File: src/rtl/instr_fetch_unit_pkg.sv
// Shared definitions for the instruction fetch unit: datapath width, PC defaults,
// timeout length and the fetch FSM state encoding.
package instr_fetch_unit_pkg;

  localparam int          IFU_DATA_W      = 16;
  localparam logic [15:0] IFU_PC_INC      = 16'd2;
  localparam logic [15:0] IFU_RESET_PC    = 16'h0000;
  localparam int          IFU_TIMEOUT_CYC = 15;
  localparam int          IFU_TMO_W       = 4;

  typedef enum logic [1:0] {
    ST_IDLE  = 2'd0,
    ST_WAIT  = 2'd1,
    ST_VALID = 2'd2
  } fetch_state_e;

endpackage

File: src/rtl/instr_fetch_unit_pc_register.sv
// Program counter storage: a load takes priority over the post-fetch increment.
module instr_fetch_unit_pc_register #(
  parameter int         W       = 16,
  parameter logic [W-1:0] RST_VAL = '0,
  parameter logic [W-1:0] INC     = 2
) (
  input  logic         clk,
  input  logic         srst,
  input  logic         load,
  input  logic         inc,
  input  logic [W-1:0] load_val,
  output logic [W-1:0] pc
);

  logic [W-1:0] pc_reg;

  always_ff @(posedge clk) begin
    if (srst)       pc_reg <= RST_VAL;
    else if (load)  pc_reg <= load_val;
    else if (inc)   pc_reg <= pc_reg + INC;
  end

  assign pc = pc_reg;

endmodule

File: src/rtl/instr_fetch_unit.sv
// Instruction fetch unit: request/ready memory fetch into IR, PC maintenance.
// Optional macro FETCH_TIMEOUT_EN enables the WAIT-state timeout and sticky FetchErr.
module instr_fetch_unit
  import instr_fetch_unit_pkg::*;
#(
  parameter int                DATA_W   = IFU_DATA_W,
  parameter logic [DATA_W-1:0] PC_INC   = IFU_PC_INC,
  parameter logic [DATA_W-1:0] RESET_PC = IFU_RESET_PC
) (
  input  logic              CLK,
  input  logic              Reset,
  input  logic              FetchStart,
  input  logic              PCLoad,
  input  logic [DATA_W-1:0] PCIn,
  output logic [DATA_W-1:0] Mem_Addr,
  output logic              Mem_Req,
  input  logic              Mem_Ready,
  input  logic [DATA_W-1:0] Mem_Data,
  output logic [DATA_W-1:0] IR,
  output logic [3:0]        IR15_12,
  output logic [3:0]        IR11_8,
  output logic [7:0]        IR7_0,
  output logic [3:0]        IR3_0,
  output logic [DATA_W-1:0] PC,
  output logic              IRValid,
  output logic              Busy,
  output logic              FetchErr
);

  fetch_state_e      state_reg, state_next;
  logic [DATA_W-1:0] ir_reg, mem_addr_reg;
  logic              mem_req_reg;
  logic              in_wait, start, done, timeout;

  assign in_wait = (state_reg == ST_WAIT);
  // Both FetchStart and PCLoad are only honoured outside WAIT.
  assign start   = FetchStart && !in_wait;
  assign done    = in_wait && Mem_Ready;

`ifdef FETCH_TIMEOUT_EN
  logic [IFU_TMO_W-1:0] tmo_cnt_reg;
  logic                 fetch_err_reg;

  // Terminal WAIT cycle is the TIMEOUT_CYC-th one; Mem_Ready on it still wins.
  assign timeout = in_wait && !Mem_Ready &&
                   (tmo_cnt_reg == IFU_TMO_W'(IFU_TIMEOUT_CYC - 1));

  always_ff @(posedge CLK) begin
    if (Reset) begin
      tmo_cnt_reg   <= '0;
      fetch_err_reg <= 1'b0;
    end else begin
      if (start)                     tmo_cnt_reg <= '0;
      else if (in_wait && !Mem_Ready) tmo_cnt_reg <= tmo_cnt_reg + 1'b1;
      if (timeout) fetch_err_reg <= 1'b1;
    end
  end

  assign FetchErr = fetch_err_reg;
`else
  assign timeout  = 1'b0;
  assign FetchErr = 1'b0;
`endif

  always_ff @(posedge CLK) begin
    if (Reset) state_reg <= ST_IDLE;
    else       state_reg <= state_next;
  end

  always_comb begin
    state_next = state_reg;
    case (state_reg)
      ST_IDLE:  if (FetchStart) state_next = ST_WAIT;
      ST_WAIT: begin
        if (Mem_Ready)    state_next = ST_VALID;
        else if (timeout) state_next = ST_IDLE;
      end
      ST_VALID: state_next = FetchStart ? ST_WAIT : ST_IDLE;
      default:  state_next = ST_IDLE;
    endcase
  end

  always_comb begin
    IRValid = (state_reg == ST_VALID);
    Busy    = in_wait;
  end

  always_ff @(posedge CLK) begin
    if (Reset) begin
      ir_reg       <= '0;
      mem_addr_reg <= '0;
      mem_req_reg  <= 1'b0;
    end else begin
      if (start) begin
        mem_req_reg  <= 1'b1;
        mem_addr_reg <= PCLoad ? PCIn : PC;
      end else if (done || timeout) begin
        mem_req_reg  <= 1'b0;
      end
      if (done) ir_reg <= Mem_Data;
    end
  end

  instr_fetch_unit_pc_register #(
    .W       (DATA_W),
    .RST_VAL (RESET_PC),
    .INC     (PC_INC)
  ) u_pc (
    .clk      (CLK),
    .srst     (Reset),
    .load     (PCLoad && !in_wait),
    .inc      (done),
    .load_val (PCIn),
    .pc       (PC)
  );

  assign Mem_Addr = mem_addr_reg;
  assign Mem_Req  = mem_req_reg;
  assign IR       = ir_reg;
  assign IR15_12  = ir_reg[15:12];
  assign IR11_8   = ir_reg[11:8];
  assign IR7_0    = ir_reg[7:0];
  assign IR3_0    = ir_reg[3:0];

endmodule

File: config.mk
export PLATFORM = sky130hd
export DESIGN_NAME = instr_fetch_unit
export DESIGN_NICKNAME = d
export VERILOG_FILES = /design/src/rtl/instr_fetch_unit_pkg.sv /design/src/rtl/instr_fetch_unit_pc_register.sv /design/src/rtl/instr_fetch_unit.sv
export SDC_FILE = /design/constraint.sdc
export NUM_CORES = 1
export LEC_CHECK = 0
export ABC_AREA = 0
export CAP_MARGIN = 5
export CORE_ASPECT_RATIO = 0.9
export CORE_MARGIN = 1.5
export CORE_UTILIZATION = 50
export DETAILED_ROUTE_END_ITERATION = 7
export DONT_BUFFER_PORTS = 1
export GPL_ROUTABILITY_DRIVEN = 0
export GPL_TIMING_DRIVEN = 0
export PLACE_DENSITY = 0.77
export REMOVE_ABC_BUFFERS = 1
export SLEW_MARGIN = 20
export SYNTH_ARGS = -nofsm -noshare
export SYNTH_HDL_FRONTEND = slang
export SYNTH_HIERARCHICAL = 1
export SYNTH_SLANG_ARGS = --single-unit
File: constraint.sdc
create_clock -name CLK -period 1.8 [get_ports CLK]
set_input_delay 0.36 -clock CLK [delete_from_list [all_inputs] [get_ports CLK]]
set_output_delay 0.36 -clock CLK [all_outputs]
set_load 0.005 [all_outputs]
==> reports/summary.txt, run 1 <==
Vias - 1640
Sink Count - 51
die area - 0.00531 mm^2
hold_ws - 0.119 ns
Power Density - 922 mW/mm^2
CTS tree - yes
Leak - 0.914 nW
initial DRC count - 115
Detail Placement HPWL - 3420 um
maximum VDD drop - 0.321 mV
CP startpoint kind - flop
vias per cell - 5.92
final instance area - 0.00229 mm^2
Slew @ Worst Pin - 0.677 ns
Final Skew - 0.00575 ns
WL/cell - 18.4 um
Finished Layout Cells - 277
post-CTS setup buffer count - 0
drt drc - 0
sequential area share after synthesis - 41.8%
cell taking the most area after synthesis - dfxtp_1
R2R setup slack - 0.15 ns
DP Area - 0.00221 mm^2
gr usage total - 18.8%
antenna-violating nets left - 0
first-pass GRT wire length - 8050 um
worst min-delay path startpoint - Reset
syn avg cell area - 9.69 um^2
setup ws final - 0.148 ns
Rows - 23
Hold Crit Class - primary input to flop
WHS Endpoint - Mem_Addr[12]
Seq. cell area - 0.00102 mm^2
layout cells sized above 1 - 5.58%
vias in the first global route - 1543
WS Path Type - flop to flop
core area - 0.00458 mm^2
setup violators final - 0
yosys warns - 6
Yosys cell types - 31
Critical R2R Launch - u_pc/pc[1]
Hold Crit Depth - 1
Tmin final - 1.65 ns
Synth Cell Area - 0.00244 mm^2
dpl cells - 271
outcome - finished clean
slew margin rel. - 54.8%
Post-Syn Instances - 252
CP Max Fanout - 6
Fillers - 441
initial antenna violation count - 0
Post-synth EDFFs - 0
footprint of the multi-input gates - 0.00107 mm^2
Die W - 76.7 um
Max clock buf depth - 2
ys async rst share - 0%
Crit. End Element - flop
Seq cells post-synth - 51
P&R area growth vs syn - -6.15%
TritonRoute pass-1 iters - 4
CTS clock-pin slew for the worst setup and hold paths - 0.08 ns
Top FF cell, synth - dfxtp_1
GRT Residual Overflow - 0
crit path DAT - 1.85 ns
Peak Freq - 605 MHz
final-report max-slew violation count - 0
Root Driver - clkbuf_8
period utilisation layout - 91.8%
port bufs - 0
# H-tree levels - 2
# diodes - 0
post-synth top area share - 41.8%
Setup WS pre-CTS - -0.531 ns
Starting Density - 53.3%
Final Hold Viols - 0
largest net degree at the start of global routing - 36
Nets - 254
setup TNS - 0 ns
RSZ-0062 raised after global routing - false
Detailed Route WL - 5100 um
# IOs - 109
max_cap viols - 0
Worst Reg-to-Reg Cells - 5
Required @ worst endpoint - 2.00 ns
clk_lat worst skew - 0.29 ns
Chip Height - 69.3 um
reg-to-reg endpoint - u_pc/pc[13]
top cells by area, synth - dfxtp_1 42%, mux2i_1 8.6%, buf_4 8.0%
TritonCTS Buffers - 5
-- per-layer routing --
layer | vias up | wire [um] | global-route usage [%]
met5 | - | 0 | 0
met4 | 0 | 25 | 5.56
met3 | 3 | 484 | 8.29
met2 | 59 | 2330 | 29.0
met1 | 784 | 2260 | 23.8
li1 | 794 | - | -
-- logic make-up (layout without fill, tap and decap cells) --
family | Yosys count | after routing | synth area share, %
flip-flops | 51 | 51 | 41.8
multiplexers | 21 | 21 | 8.61
other | 1 | 1 | 0.154
buffers and inverters | 55 | 18 | 14.4
AO/OA/AOI/OAI | 72 | 72 | 20.3
AND/OR/NAND/NOR | 37 | 37 | 9.12
XOR/XNOR | 14 | 14 | 5.02
adder cells (fa/ha/maj) | 1 | 1 | 0.512
-- metrics by stage --
stage,util (%),total power [mW]
final,50.1,2.11
after global placement,48.3,1.53
after floorplan,-,1.48
after detailed placement,48.3,1.54
after CTS,50.0,2.13
after global routing,50.1,2.22
-- power breakdown --
| group | switching (mW) | leakage [nW] | internal, mW |
|---|---|---|---|
| registers | 0.0966 | 0.420 | 1.20 |
| logic | 0.106 | 0.457 | 0.110 |
| clock network | 0.334 | 0.0371 | 0.260 |
-- cell usage in the layout, fill, tap and decap left out --
cell type,instances
clkbuf_1,1
a211oi_1,15
and3b_4,1
nor2b_1,1
o21a_1,11
mux2i_1,21
inv_1,12
nand2b_2,1
nor4_1,2
and2_1,1
a21oi_1,28
nand2_1,1
clkbuf_8,5
dfxtp_1,51
ha_1,1
and2_4,1
a211oi_2,1
conb_1,1
nor2_1,9
nor2b_4,1
a22o_1,16
a2bb2oi_1,1
and4_1,4
xor2_1,5
nand3_1,6
and3_1,1
xnor2_1,9
and2_2,1
nor2_2,1
nand4_1,6
-- worst max-delay path by stage --
stage	from	end	slack, ns
after floorplan	state_reg[1]	u_pc/pc[0]	-0.005
after global placement	state_reg[1]	u_pc/pc[4]	-0.50
after detailed placement	state_reg[1]	u_pc/pc[0]	-0.53
after CTS	state_reg[1]	u_pc/pc[5]	0.07
after global routing	u_pc/pc[1]	u_pc/pc[11]	0.07
final	u_pc/pc[1]	u_pc/pc[13]	0.15
-- layout make-up --
class	instances	share of cell area, %
Sequential cell	51	44.6
Multi-Input combinational cell	146	46.9
Tap cell	62	3.39
Clock buffer	6	3.17
Inverter	12	1.97
-- what timing repair did --
item	in CTS	in global routing
gates cloned	0	0
hold buffers	0	0
gates resized for setup	3	1
endpoints found under the setup margin	33	6
hold endpoints to repair	0	0
-- critical path, stage by stage, from the launching register on --
cell and delay [ns]:
dfxtp_1 0.47, ha_1 0.24, and4_1 0.35, nand4_1 0.16, xnor2_1 0.16, o21a_1 0.17
-- cells in the mapped netlist, types with 2 or more instances --
| cell type | n |
|---|---|
| mux2i_1 | 21 |
| xnor2_1 | 9 |
| xor2_1 | 5 |
| nand3_1 | 6 |
| clkbuf_1 | 7 |
| and4_1 | 4 |
| buf_2 | 5 |
| o21a_1 | 11 |
| buf_4 | 26 |
| nor4_1 | 2 |
| dfxtp_1 | 51 |
| nand4_1 | 6 |
| inv_1 | 12 |
| a211oi_1 | 15 |
| buf_6 | 4 |
| a22o_1 | 16 |
| and2_1 | 3 |
| nor2_1 | 9 |
| a21oi_1 | 28 |
No activity file was read; power rests on OpenSTA's default activity.
==> inputs of run 2 (changes only) <==
Settings changed: REMOVE_ABC_BUFFERS 1 to not set.
Clock period 1.8 ns to 2.1 ns, I/O delays scaled along.
==> reports/summary.txt, run 2 (synthesized netlist as in run 1, its figures left out) <==
outcome - finished clean (unchanged)
Vias - 1800 (was 1640)
Detail Placement HPWL - 3940 um (was 3420 um)
setup TNS - 0 ns (unchanged)
Chip Height - 69.3 um (unchanged)
P&R area growth vs syn - 6.25% (was -6.15%)
CTS hold repair buffers - 0 (unchanged)
Pint - 1.39 mW (was 1.57 mW)
crit path DAT - 2.04 ns (was 1.85 ns)
Starting Density - 53.3% (unchanged)
Slew @ Worst Pin - 0.523 ns (was 0.677 ns)
commonest cells after routing, fill and taps aside - 51 x dfxtp_1, 28 x a21oi_1, 26 x buf_4, 21 x mux2i_1, 16 x a22o_1 (was 51 x dfxtp_1, 28 x a21oi_1, 21 x mux2i_1, 16 x a22o_1, 15 x a211oi_1)
antenna-violating nets left - 0 (unchanged)
setup violators final - 0 (unchanged)
Clock Power Share - 27.5% (was 28.1%)
Peak Freq - 543 MHz (was 605 MHz)
slew margin rel. - 65.2% (was 54.8%)
Rows - 23 (unchanged)
clk_lat worst skew - 0.30 ns (was 0.29 ns)
P_sw - 0.506 mW (was 0.536 mW)
commonest non-fill, non-tap cell in the layout - dfxtp_1 (unchanged)
Mapped Nets - 290
Die W - 76.7 um (unchanged)
max_cap viols - 0 (unchanged)
Comb power frac - 13.8% (was 10.2%)
Top cell by count, worst path - buf_2
hold_ws - 0.247 ns (was 0.119 ns)
initial DRC count - 32 (was 115)
core area - 0.00458 mm^2 (unchanged)
Power Density - 729 mW/mm^2 (was 922 mW/mm^2)
dpl cells - 314 (was 271)
final-report max-slew violation count - 0 (unchanged)
Max clock buf depth - 2 (unchanged)
DP Area - 0.00252 mm^2 (was 0.00221 mm^2)
CP Max Fanout - 10 (was 6)
Seq pwr share - 58.7% (was 61.6%)
CTS tree - yes (unchanged)
crit-path cells - nand2b_1 -> buf_4 -> buf_2 -> and2_1 -> buf_2 -> clkbuf_2 -> a21oi_1 -> o21a_1 (was ha_1 -> and4_1 -> nand4_1 -> xnor2_1 -> o21a_1)
CTS clock-pin slew for the worst setup and hold paths - 0.09 ns (was 0.08 ns)
vias in the first global route - 1709 (was 1543)
largest net degree at the start of global routing - 14 (was 36)
TritonRoute pass-1 iters - 4 (unchanged)
Detailed Route WL - 5320 um (was 5100 um)
# IOs - 109 (unchanged)
Tmin final - 1.84 ns (was 1.65 ns)
Worst setup startpoint - state_reg[1] (was u_pc/pc[1])
layout cells sized above 1 - 18.2% (was 5.58%)
GRT Residual Overflow - 0 (unchanged)
vias per cell - 5.63 (was 5.92)
initial antenna violation count - 0 (unchanged)
Nets - 297 (was 254)
Final Skew - 0.00622 ns (was 0.00575 ns)
worst min-delay path startpoint - Mem_Data[6] (was Reset)
port bufs - 0 (unchanged)
# diodes - 0 (unchanged)
Pwr Total - 1.89 mW (was 2.11 mW)
final instance area - 0.00259 mm^2 (was 0.00229 mm^2)
Root Driver - clkbuf_8 (unchanged)
first-pass GRT wire length - 8560 um (was 8050 um)
R2R setup slack - 0.26 ns (was 0.15 ns)
die area - 0.00531 mm^2 (unchanged)
Required @ worst endpoint - 2.30 ns (was 2.00 ns)
gr usage total - 20.5% (was 18.8%)
slowest stage cell, crit path - dfxtp_1 (unchanged)
Net Sw Frac - 26.8% (was 25.4%)
Sink Count - 51 (unchanged)
RSZ-0062 raised after global routing - false (unchanged)
Leak - 1.12 nW (was 0.914 nW)
maximum VDD drop - 0.377 mV (was 0.321 mV)
period utilisation layout - 87.6% (was 91.8%)
Final Hold Viols - 0 (unchanged)
WS Path Type - flop to flop (unchanged)
slowest cell delay on critical path - 0.34 ns (was 0.47 ns)
Critical R2R Launch - state_reg[1] (was u_pc/pc[1])
Hold Crit Class - primary input to flop (unchanged)
CP startpoint kind - flop (unchanged)
Finished Layout Cells - 320 (was 277)
WL/cell - 16.6 um (was 18.4 um)
drt drc - 0 (unchanged)
TritonCTS Buffers - 5 (unchanged)
Crit. End Element - flop (unchanged)
# H-tree levels - 2 (unchanged)
## run 2: changes by cell type in the layout (fill, tap and decap cells not counted), moves of 2 or more
cell,previous run,this run
buf_4,0,26
buf_6,0,4
and2_1,1,3
buf_2,0,5
clkbuf_1,1,6
clkbuf_2,0,2
## run 2: layout make-up
cell class,count,area (um^2)
inverter,12,45.0
sequential,51,1020
buffer,43,309
fill,432,1980
multi-input combinational,146,1070
tap,62,77.6
clock buffer,6,72.6
## run 2: repair_timing
item,CTS,global route
gates resized for setup,0,4
endpoints found under the setup margin,0,11
buffers inserted,0,0
hold endpoints to repair,0,0
## run 2: path summary, 6_finish.rpt
kind,end,cells after the start
max,u_pc/pc[7],8
min,IR[6],1
max reg2reg,u_pc/pc[7],8
min reg2reg,Mem_Req,1
## run 2: metrics by stage
| step | setup slack, ns | util, % |
|---|---|---|
| finish | 0.260 | 56.7 |
| detailed placement | 0.116 | 55.0 |
| CTS | 0.105 | 56.6 |
| global route | 0.0729 | 56.7 |
| floorplan | 0.410 | - |
| global placement | 0.115 | 55.0 |
## run 2: critical path: cells and delay by family, from the launching register on
kind | cells | cell delay, ns
and+or+nand+nor | 2 | 0.27
AOI/OAI and AO/OA | 2 | 0.23
buffers and inverters | 4 | 0.91
DFF | 1 | 0.34
## run 2: per-layer routing
layer | global-route usage (%) | part of all wire [%] | vias to the layer above
met3 | 9.34 | 10 | 9
met2 | 30.4 | 42 | 88
met1 | 25.1 | 46 | 818
met4 | 9.88 | 2.0 | 0
met5 | 0 | 0 | -
li1 | - | - | 885
## run 2: power groups by stage
stage | Sequential (mW) | Clock, mW | Combinational, mW
floorplan | 1.11 | 0 | 0.220
global placement | 1.13 | 0 | 0.255
detailed placement | 1.13 | 0 | 0.260
CTS | 1.11 | 0.542 | 0.261
global route | 1.12 | 0.584 | 0.291
finish | 1.11 | 0.521 | 0.261
